**config.mk**
```make
export PLATFORM = sky130hd
export DESIGN_NAME = enemy_fire_scheduler_flat
export DESIGN_NICKNAME = d
export VERILOG_FILES = /design/src/rtl/game_pkg.sv /design/src/rtl/enemy_fire_scheduler_if.sv /design/src/rtl/rr_priority_pick.sv /design/src/rtl/enemy_fire_scheduler.sv /design/src/flat_wrapper.sv
export SDC_FILE = /design/constraint.sdc
export NUM_CORES = 1
export LEC_CHECK = 0
export BUFFER_PORTS_ARGS = -buffer_cell sky130_fd_sc_hd__buf_2
export CAP_MARGIN = 20
export CORE_ASPECT_RATIO = 1.4
export CORE_UTILIZATION = 50
export CTS_BUF_LIST = sky130_fd_sc_hd__clkbuf_16
export DETAILED_ROUTE_END_ITERATION = 8
export GPL_TIMING_DRIVEN = 0
export PLACE_DENSITY = 0.81
export SETUP_SLACK_MARGIN = 0.4
export SLEW_MARGIN = 20
export SYNTH_ARGS = -nofsm -noshare
export SYNTH_HDL_FRONTEND = slang
export SYNTH_SLANG_ARGS = --single-unit
```
**constraint.sdc**
```tcl
create_clock -name i_Clock -period 7.1 [get_ports i_Clock]
set_input_delay 0.355 -clock i_Clock [delete_from_list [all_inputs] [get_ports i_Clock]]
set_output_delay 0.355 -clock i_Clock [all_outputs]
set_load 0.005 [all_outputs]
```
**src/rtl/game_pkg.sv**
```systemverilog
// Shared shooter-core definitions: game states, object counts, index widths
// and the enemy fire scheduler's state encoding plus reload helper.
package game_pkg;

    typedef enum logic [2:0] {
        GS_IDLE    = 3'd0,
        GS_PLAYING = 3'd1,
        GS_VICTORY = 3'd2,
        GS_DEFEAT  = 3'd3,
        GS_ERROR   = 3'd4
    } game_state_e;

    localparam int unsigned MAX_ENEMY         = 15;
    localparam int unsigned MAX_ENEMY_BULLET  = 31;
    localparam int unsigned MAX_PLAYER_BULLET = 8;

    localparam int unsigned ENEMY_IDX_W   = 4;
    localparam int unsigned EBULLET_IDX_W = 5;
    localparam int unsigned PHASE_W       = 2;
    localparam int unsigned COUNT_W       = 8;
    localparam int unsigned SHOT_W        = 8;

    localparam logic [COUNT_W-1:0] FIRE_PERIOD_DEFAULT = 8'd48;

    typedef enum logic [1:0] {
        S_IDLE  = 2'd0,
        S_WAIT  = 2'd1,
        S_PICK  = 2'd2,
        S_ISSUE = 2'd3
    } fire_state_e;

    // Fire period shortened by stage phase, never below one tick.
    function automatic logic [COUNT_W-1:0] reload_value(
        input logic [COUNT_W-1:0] period,
        input logic [PHASE_W-1:0] phase
    );
        logic [COUNT_W-1:0] v;
        v = period >> phase;
        return (v == '0) ? COUNT_W'(1) : v;
    endfunction

endpackage

```
**src/rtl/enemy_fire_scheduler_if.sv**
```systemverilog
// Spawn offer handshake between the fire scheduler and the game datapath.
interface enemy_fire_scheduler_if;
    import game_pkg::*;

    logic                     o_SpawnValid;
    logic [ENEMY_IDX_W-1:0]   o_SpawnEnemy;
    logic [EBULLET_IDX_W-1:0] o_SpawnSlot;
    logic                     i_SpawnAck;

    modport master (
        output o_SpawnValid,
        output o_SpawnEnemy,
        output o_SpawnSlot,
        input  i_SpawnAck
    );

    modport slave (
        input  o_SpawnValid,
        input  o_SpawnEnemy,
        input  o_SpawnSlot,
        output i_SpawnAck
    );
endinterface

```
**src/rtl/rr_priority_pick.sv**
```systemverilog
// Rotating priority picker: first set request bit at or after i_Start,
// wrapping from N-1 back to 0.
module rr_priority_pick #(
    parameter int unsigned N = 15,
    parameter int unsigned W = 4
) (
    input  logic [N-1:0] i_Req,
    input  logic [W-1:0] i_Start,
    output logic         o_Found_c,
    output logic [W-1:0] o_Index_c
);
    localparam int unsigned PW = W + 1;

    logic [W:0] w_pos;

    always_comb begin
        o_Found_c = 1'b0;
        o_Index_c = '0;
        w_pos     = '0;
        for (int unsigned i = 0; i < N; i++) begin
            w_pos = PW'(i) + {1'b0, i_Start};
            if (w_pos >= PW'(N)) begin
                w_pos = w_pos - PW'(N);
            end
            if (!o_Found_c && i_Req[w_pos[W-1:0]]) begin
                o_Found_c = 1'b1;
                o_Index_c = w_pos[W-1:0];
            end
        end
    end

endmodule

```
**src/rtl/enemy_fire_scheduler.sv**
```systemverilog
// Periodic enemy shot scheduler: round-robin shooter, lowest free bullet slot,
// offered to the datapath over a valid/ack handshake.
module enemy_fire_scheduler
    import game_pkg::*;
#(
    parameter logic [COUNT_W-1:0] FIRE_PERIOD = FIRE_PERIOD_DEFAULT
) (
    input  logic                        i_Clock,
    input  logic                        i_Reset,
    input  logic                        i_Tick,
    input  logic                        i_Enable,
    input  logic [PHASE_W-1:0]          i_PhaseState,
    input  logic [MAX_ENEMY-1:0]        i_EnemyState,
    input  logic [MAX_ENEMY_BULLET-1:0] i_EnemyBulletState,
    enemy_fire_scheduler_if.master      io_Spawn,
    output logic                        o_Stall,
    output logic [SHOT_W-1:0]           o_ShotCount
);
    localparam logic [ENEMY_IDX_W-1:0] LAST_INIT = ENEMY_IDX_W'(MAX_ENEMY - 1);

    fire_state_e              r_state, w_state_n;
    logic [COUNT_W-1:0]       r_count, w_count_n;
    logic [ENEMY_IDX_W-1:0]   r_last, w_last_n;
    logic                     r_valid, w_valid_n;
    logic [ENEMY_IDX_W-1:0]   r_enemy, w_enemy_n;
    logic [EBULLET_IDX_W-1:0] r_slot, w_slot_n;
    logic                     r_stall, w_stall_n;
    logic [SHOT_W-1:0]        r_shot, w_shot_n;

    logic [COUNT_W-1:0]          w_reload;
    logic [ENEMY_IDX_W-1:0]      w_start;
    logic [MAX_ENEMY_BULLET-1:0] w_slot_free;
    logic                        w_enemy_found, w_slot_found;
    logic [ENEMY_IDX_W-1:0]      w_enemy_idx;
    logic [EBULLET_IDX_W-1:0]    w_slot_idx;

    assign w_reload    = reload_value(FIRE_PERIOD, i_PhaseState);
    assign w_start     = (r_last >= LAST_INIT) ? '0 : r_last + ENEMY_IDX_W'(1);
    assign w_slot_free = ~i_EnemyBulletState;

    rr_priority_pick #(.N(MAX_ENEMY), .W(ENEMY_IDX_W)) u_enemy_pick (
        .i_Req     (i_EnemyState),
        .i_Start   (w_start),
        .o_Found_c (w_enemy_found),
        .o_Index_c (w_enemy_idx)
    );

    rr_priority_pick #(.N(MAX_ENEMY_BULLET), .W(EBULLET_IDX_W)) u_slot_pick (
        .i_Req     (w_slot_free),
        .i_Start   (EBULLET_IDX_W'(0)),
        .o_Found_c (w_slot_found),
        .o_Index_c (w_slot_idx)
    );

    always_ff @(posedge i_Clock or negedge i_Reset) begin
        if (!i_Reset) begin
            r_state <= S_IDLE;
            r_count <= '0;
            r_last  <= LAST_INIT;
            r_valid <= 1'b0;
            r_enemy <= '0;
            r_slot  <= '0;
            r_stall <= 1'b0;
            r_shot  <= '0;
        end else begin
            r_state <= w_state_n;
            r_count <= w_count_n;
            r_last  <= w_last_n;
            r_valid <= w_valid_n;
            r_enemy <= w_enemy_n;
            r_slot  <= w_slot_n;
            r_stall <= w_stall_n;
            r_shot  <= w_shot_n;
        end
    end

    // Next state; losing enable withdraws any offer without counting it.
    always_comb begin
        w_state_n = r_state;
        w_count_n = r_count;
        w_last_n  = r_last;
        w_valid_n = r_valid;
        w_enemy_n = r_enemy;
        w_slot_n  = r_slot;
        w_stall_n = 1'b0;
        w_shot_n  = r_shot;
        if (!i_Enable) begin
            w_state_n = S_IDLE;
            w_valid_n = 1'b0;
            if (r_state == S_IDLE) begin
                w_count_n = '0;
                w_last_n  = LAST_INIT;
                w_shot_n  = '0;
            end
        end else begin
            case (r_state)
                S_IDLE: begin
                    w_state_n = S_WAIT;
                    w_count_n = w_reload;
                    w_last_n  = LAST_INIT;
                    w_shot_n  = '0;
                    w_valid_n = 1'b0;
                end
                S_WAIT: begin
                    if (i_Tick) begin
                        if (r_count <= COUNT_W'(1)) begin
                            w_state_n = S_PICK;
                        end else begin
                            w_count_n = r_count - COUNT_W'(1);
                        end
                    end
                end
                S_PICK: begin
                    if (!w_enemy_found) begin
                        w_state_n = S_WAIT;
                        w_count_n = w_reload;
                    end else if (!w_slot_found) begin
                        w_stall_n = 1'b1;
                    end else begin
                        w_state_n = S_ISSUE;
                        w_enemy_n = w_enemy_idx;
                        w_slot_n  = w_slot_idx;
                        w_valid_n = 1'b1;
                    end
                end
                S_ISSUE: begin
                    if (io_Spawn.i_SpawnAck) begin
                        w_state_n = S_WAIT;
                        w_valid_n = 1'b0;
                        w_last_n  = r_enemy;
                        w_count_n = w_reload;
                        w_shot_n  = (r_shot != '1) ? r_shot + SHOT_W'(1) : r_shot;
                    end
                end
                default: begin
                    w_state_n = S_IDLE;
                    w_valid_n = 1'b0;
                end
            endcase
        end
    end

    assign io_Spawn.o_SpawnValid = r_valid;
    assign io_Spawn.o_SpawnEnemy = r_enemy;
    assign io_Spawn.o_SpawnSlot  = r_slot;
    assign o_Stall               = r_stall;
    assign o_ShotCount           = r_shot;

endmodule

```
**src/flat_wrapper.sv**
```systemverilog
// flat-port wrapper written by rule: the top's interface ports become plain ports
module enemy_fire_scheduler_flat import game_pkg::*;
#(
    parameter logic [COUNT_W-1:0] FIRE_PERIOD = FIRE_PERIOD_DEFAULT
)
  (i_Clock, i_Reset, i_Tick, i_Enable, i_PhaseState, i_EnemyState, i_EnemyBulletState, o_Stall, o_ShotCount, io_Spawn_o_SpawnValid, io_Spawn_o_SpawnEnemy, io_Spawn_o_SpawnSlot, io_Spawn_i_SpawnAck);
  enemy_fire_scheduler_if io_Spawn_i ();
  input  logic i_Clock;
  input  logic i_Reset;
  input  logic i_Tick;
  input  logic i_Enable;
  input  logic [PHASE_W-1:0] i_PhaseState;
  input  logic [MAX_ENEMY-1:0] i_EnemyState;
  input  logic [MAX_ENEMY_BULLET-1:0] i_EnemyBulletState;
  output logic o_Stall;
  output logic [SHOT_W-1:0] o_ShotCount;
  output wire logic [$bits(io_Spawn_i.o_SpawnValid)-1:0] io_Spawn_o_SpawnValid;
  output wire logic [$bits(io_Spawn_i.o_SpawnEnemy)-1:0] io_Spawn_o_SpawnEnemy;
  output wire logic [$bits(io_Spawn_i.o_SpawnSlot)-1:0] io_Spawn_o_SpawnSlot;
  input wire logic [$bits(io_Spawn_i.i_SpawnAck)-1:0] io_Spawn_i_SpawnAck;
  assign io_Spawn_o_SpawnValid = io_Spawn_i.o_SpawnValid;
  assign io_Spawn_o_SpawnEnemy = io_Spawn_i.o_SpawnEnemy;
  assign io_Spawn_o_SpawnSlot = io_Spawn_i.o_SpawnSlot;
  assign io_Spawn_i.i_SpawnAck = io_Spawn_i_SpawnAck;
  enemy_fire_scheduler #(.FIRE_PERIOD(FIRE_PERIOD)) u_core (.i_Clock(i_Clock), .i_Reset(i_Reset), .i_Tick(i_Tick), .i_Enable(i_Enable), .i_PhaseState(i_PhaseState), .i_EnemyState(i_EnemyState), .i_EnemyBulletState(i_EnemyBulletState), .io_Spawn(io_Spawn_i), .o_Stall(o_Stall), .o_ShotCount(o_ShotCount));
endmodule
```
==> PnR_summary.wiki <==
{| class="wikitable"
! Metric !! Value
|-
| Status || finished, final reports clean
|-
| Flip-flop and latch count after synthesis || 33
|-
| Count of input and output buffers || 66
|-
| Clock transition at the register clock pins on the worst setup and hold paths after CTS || around 0.060 ns
|-
| Worst path required time || approximately 7.3 ns
|-
| Setup Slack @ Placement || -2.05 ns
|-
| Buffer type at the clock tree root || clkbuf_16
|-
| Full die area || about 18000 um2
|-
| Number of global-route vias before repair || around 11000
|-
| Largest net degree at the start of global routing || 34
|-
| Net Count, Synth || ~1300
|-
| Reg-to-reg startpoint || u_core.r_last[0]
|-
| Portion of the post-synthesis area used by sequential elements || a little under a tenth
|-
| Maximum number of buffers from clock root to sink || 2
|-
| Post-Syn Area || between 8000 and 9000 um2
|-
| Mean number of vias per cell || roughly 7.4
|-
| Arrival time of data at the critical path endpoint || roughly 7 ns
|-
| Worst setup margin || between 0.3 and 0.4 ns
|-
| Remaining global-route overflow || 0
|-
| Maximum clock frequency || around 0.15 GHz
|-
| Number of DRC violations after detailed routing || 0
|-
| Initial Utilization || around 52%
|-
| Final-report hold violation count || 0
|-
| Worst setup SP type || flop
|-
| Cts-stage hold buffer count || 0
|-
| Tcrit/Tclk final || a little over nine tenths
|-
| Antenna diode count || 0
|-
| Most common flop cell mapped by yosys || dfrtp_1
|-
| Aggregate routed wire length || ~45000 um
|-
| Cell Count Post-Placement || 1516
|-
| CTS tree || built
|-
| Final cell count without fillers || about 1600
|-
| Initial detailed-routing violation count || 1615
|-
| Iteration count of the initial detailed-routing pass || 6
|-
| Top-level I/O count || 72
|-
| Max-slew violations || 0
|-
| Cts bufs inserted || 5
|-
| Gpl congestion || about 1.1
|-
| Synthesis Warnings || 0
|-
| CP Class || flop to flop
|-
| Total core area || 16900 um2
|-
| Slew at the pin with the worst max-slew slack || 1.24 ns
|-
| Count of maximum capacitance violations || 0
|-
| GRT Util Overall || approximately half
|-
| Routed wirelength normalized by instance count || 28.9 um
|-
| Post-route clock skew || ~0.0049 ns
|-
| Setup violation total in the final timing report || 0
|-
| Number of synthesized flops with an enable pin || 0
|-
| Horiz. Die Dim || around 110 um
|-
| Endpoint of the worst register-to-register path || u_core.io_Spawn.o_SpawnEnemy[3]
|-
| Worst Hold Class || input port to asynchronous set/reset pin
|-
| Count of vias placed by the detailed router || around 12000
|-
| Number of nets in the layout || ~1400
|-
| Initial antenna violation count || 0
|-
| Share of post-route cells with drive strength above 1 || between 20% and 30%
|-
| Count of standard-cell rows || 56
|-
| Core utilization of the finished layout || a little over three fifths
|-
| Cell depth of the worst flop-to-flop path || 26
|-
| Layout area overhead || 21.4%
|-
| CTS H-Tree Depth || 2
|-
| Final min period || 6.73 ns
|-
| Setup Total Neg Slack || 0 ns
|-
| Global-route wire length before repair || between 60000 and 70000 um
|-
| Asr flop ratio synth || 100%
|-
| Number of routed nets with antenna violations || 0
|-
| Die Y-Extent || 158 um
|-
| Mean post-synth cell area || 7.14 um2
|-
| Largest driver fanout on the critical path || 11
|-
| Placed wire-length estimate || roughly 33000 um
|-
| Clock latency of the later-clocked register in the worst-skew pair || 0.29 ns
|-
| Headroom to the max-slew limit || 17.4%
|-
| Unique cell type count in the Yosys netlist || ~110
|-
| # clock sinks || 33
|-
| Setup repair after global routing missed its margin || no
|-
| CP endpoint kind || flop
|-
| Instance count of the mapped netlist || 1218
|-
| R2R setup slack || 0.37 ns
|}
==> metrics by stage <==
stage / instance area, um2 / hold slack, ns
CTS: 9940 / 0.173
finish: 10600 / 0.156
detailed placement: 9330 / 0.467
global route: 10600 / 0.232
global placement: 9320 / 0.459
floorplan: 8700 / 0.0594
==> cells by family after synthesis <==
| family | Yosys count | share of synthesized area [%] |
|---|---|---|
| AOI/OAI and AO/OA | 456 | 38.2 |
| xor gates and xnor gates | 24 | 2.89 |
| muxes | 93 | 12.7 |
| adders and majority gates | 25 | 3.59 |
| DFF | 33 | 9.53 |
| buffers and inverters | 133 | 6.92 |
| and+or+nand+nor | 454 | 26.2 |
==> placed cells by master, fill, tap and decap left out, drive strengths merged, types with 22 or more instances in the layout <==
| cell | synthesis | final |
|---|---|---|
| a211oi | 22 | 22 |
| a21o | 22 | 22 |
| a21oi | 83 | 83 |
| buf | 36 | 148 |
| clkbuf | 47 | 48 |
| dfrtp | 30 | 30 |
| ha | 25 | 25 |
| inv | 45 | 45 |
| mux2i | 70 | 70 |
| nand2 | 126 | 126 |
| nand3 | 70 | 70 |
| nor2 | 93 | 93 |
| nor3 | 46 | 46 |
| o211ai | 24 | 24 |
| o21ai | 106 | 106 |
==> layout make-up <==
type	count	area, um2
Clock buffer	5	125
Timing Repair Buffer	108	671
Multi-Input combinational cell	1052	7870
Clock inverter	3	38.8
Fill cell	1598	6330
Sequential cell	33	830
Buffer	83	534
Inverter	50	206
Tap cell	232	290
==> synth_stat cells, types with 11 or more instances <==
| library cell | count | area share, % |
|---|---|---|
| nand3_1 | 70 | 4.0 |
| nor3_1 | 40 | 2.3 |
| and3_1 | 13 | 0.93 |
| o31ai_1 | 13 | 1.1 |
| a221oi_1 | 15 | 1.5 |
| nand2_1 | 125 | 5.4 |
| dfrtp_1 | 30 | 8.6 |
| o211ai_1 | 23 | 2.0 |
| ha_1 | 25 | 3.6 |
| o21ai_1 | 11 | 0.63 |
| nor4_1 | 11 | 0.79 |
| buf_4 | 13 | 1.1 |
| mux2_2 | 13 | 1.7 |
| nor2_1 | 90 | 3.9 |
| a211oi_1 | 16 | 1.4 |
| a21o_1 | 22 | 1.9 |
| inv_1 | 39 | 1.7 |
| buf_2 | 16 | 0.92 |
| nor2b_1 | 11 | 0.79 |
| mux2i_1 | 67 | 7.7 |
| xnor2_1 | 15 | 1.5 |
| o21ai_0 | 93 | 5.3 |
| and2_1 | 13 | 0.93 |
| nand4_1 | 16 | 1.2 |
| clkbuf_1 | 46 | 2.0 |
| a31oi_1 | 18 | 1.3 |
| a21oi_1 | 74 | 4.3 |
==> layer usage <==
layer / track usage (%) / part of all wire [%] / wire length, um
met1: 51.3 / 33 / 15000
met2: 76.3 / 44 / 19800
met3: 16.7 / 12 / 5270
met4: 48.2 / 12 / 5250
met5: 0 / 0 / 0
==> flip-flops by register name, indices dropped and copies added, names as in the netlist <==
signal and cells:
u_core.r_state 2, u_core.io_Spawn.o_SpawnValid 1, u_core.io_Spawn.o_SpawnEnemy 4, u_core.r_count 8, u_core.o_ShotCount 8, u_core.r_last 4, u_core.io_Spawn.o_SpawnSlot 5, u_core.o_Stall 1
==> what timing repair did <==
action	4_1_cts	5_1_grt
setup buffers	11	30
pin swaps	10	29
gates resized for setup	97	90
hold endpoints to repair	0	0
endpoints found under the setup margin	21	20
==> worst max-delay path, stage by stage (launching register included) <==
cell and delay [ns]:
dfrtp_1 0.41, buf_6 0.15, clkinv_4 0.12, clkbuf_8 0.23, ha_4 0.21, o211ai_4 0.31, nand2_4 0.12, buf_4 0.21
buf_4 0.22, buf_4 0.22, buf_4 0.22, ha_2 0.44, clkinv_2 0.24, o21ai_2 0.21, o21ai_1 0.16, o21ai_2 0.21
a2bb2oi_4 0.26, nor2_1 0.10, a22oi_2 0.38, nand3_2 0.19, or2_1 0.25, buf_2 0.17, or3_1 0.35, buf_2 0.18
o221ai_2 0.28, or4b_4 0.51, a22o_1 0.19
==> worst max path at each step <==
stage          cells after the start                               to  slack, ns             start
2_1_floorplan                     29  u_core.io_Spawn.o_SpawnEnemy[3]       0.47  u_core.r_last[0]
3_3_place_gp                      27                u_core.r_count[6]      -2.11  u_core.r_last[0]
3_5_place_dp                      27                u_core.r_count[6]      -2.05  u_core.r_last[0]
4_1_cts                           26  u_core.io_Spawn.o_SpawnEnemy[3]       0.40  u_core.r_last[0]
5_1_grt                           29  u_core.io_Spawn.o_SpawnEnemy[3]       0.21  u_core.r_last[0]
6_report                          26  u_core.io_Spawn.o_SpawnEnemy[3]       0.37  u_core.r_last[0]
Power is not shown: default switching activity piles up to over one toggle a cycle in this logic, so the estimate is an artifact.
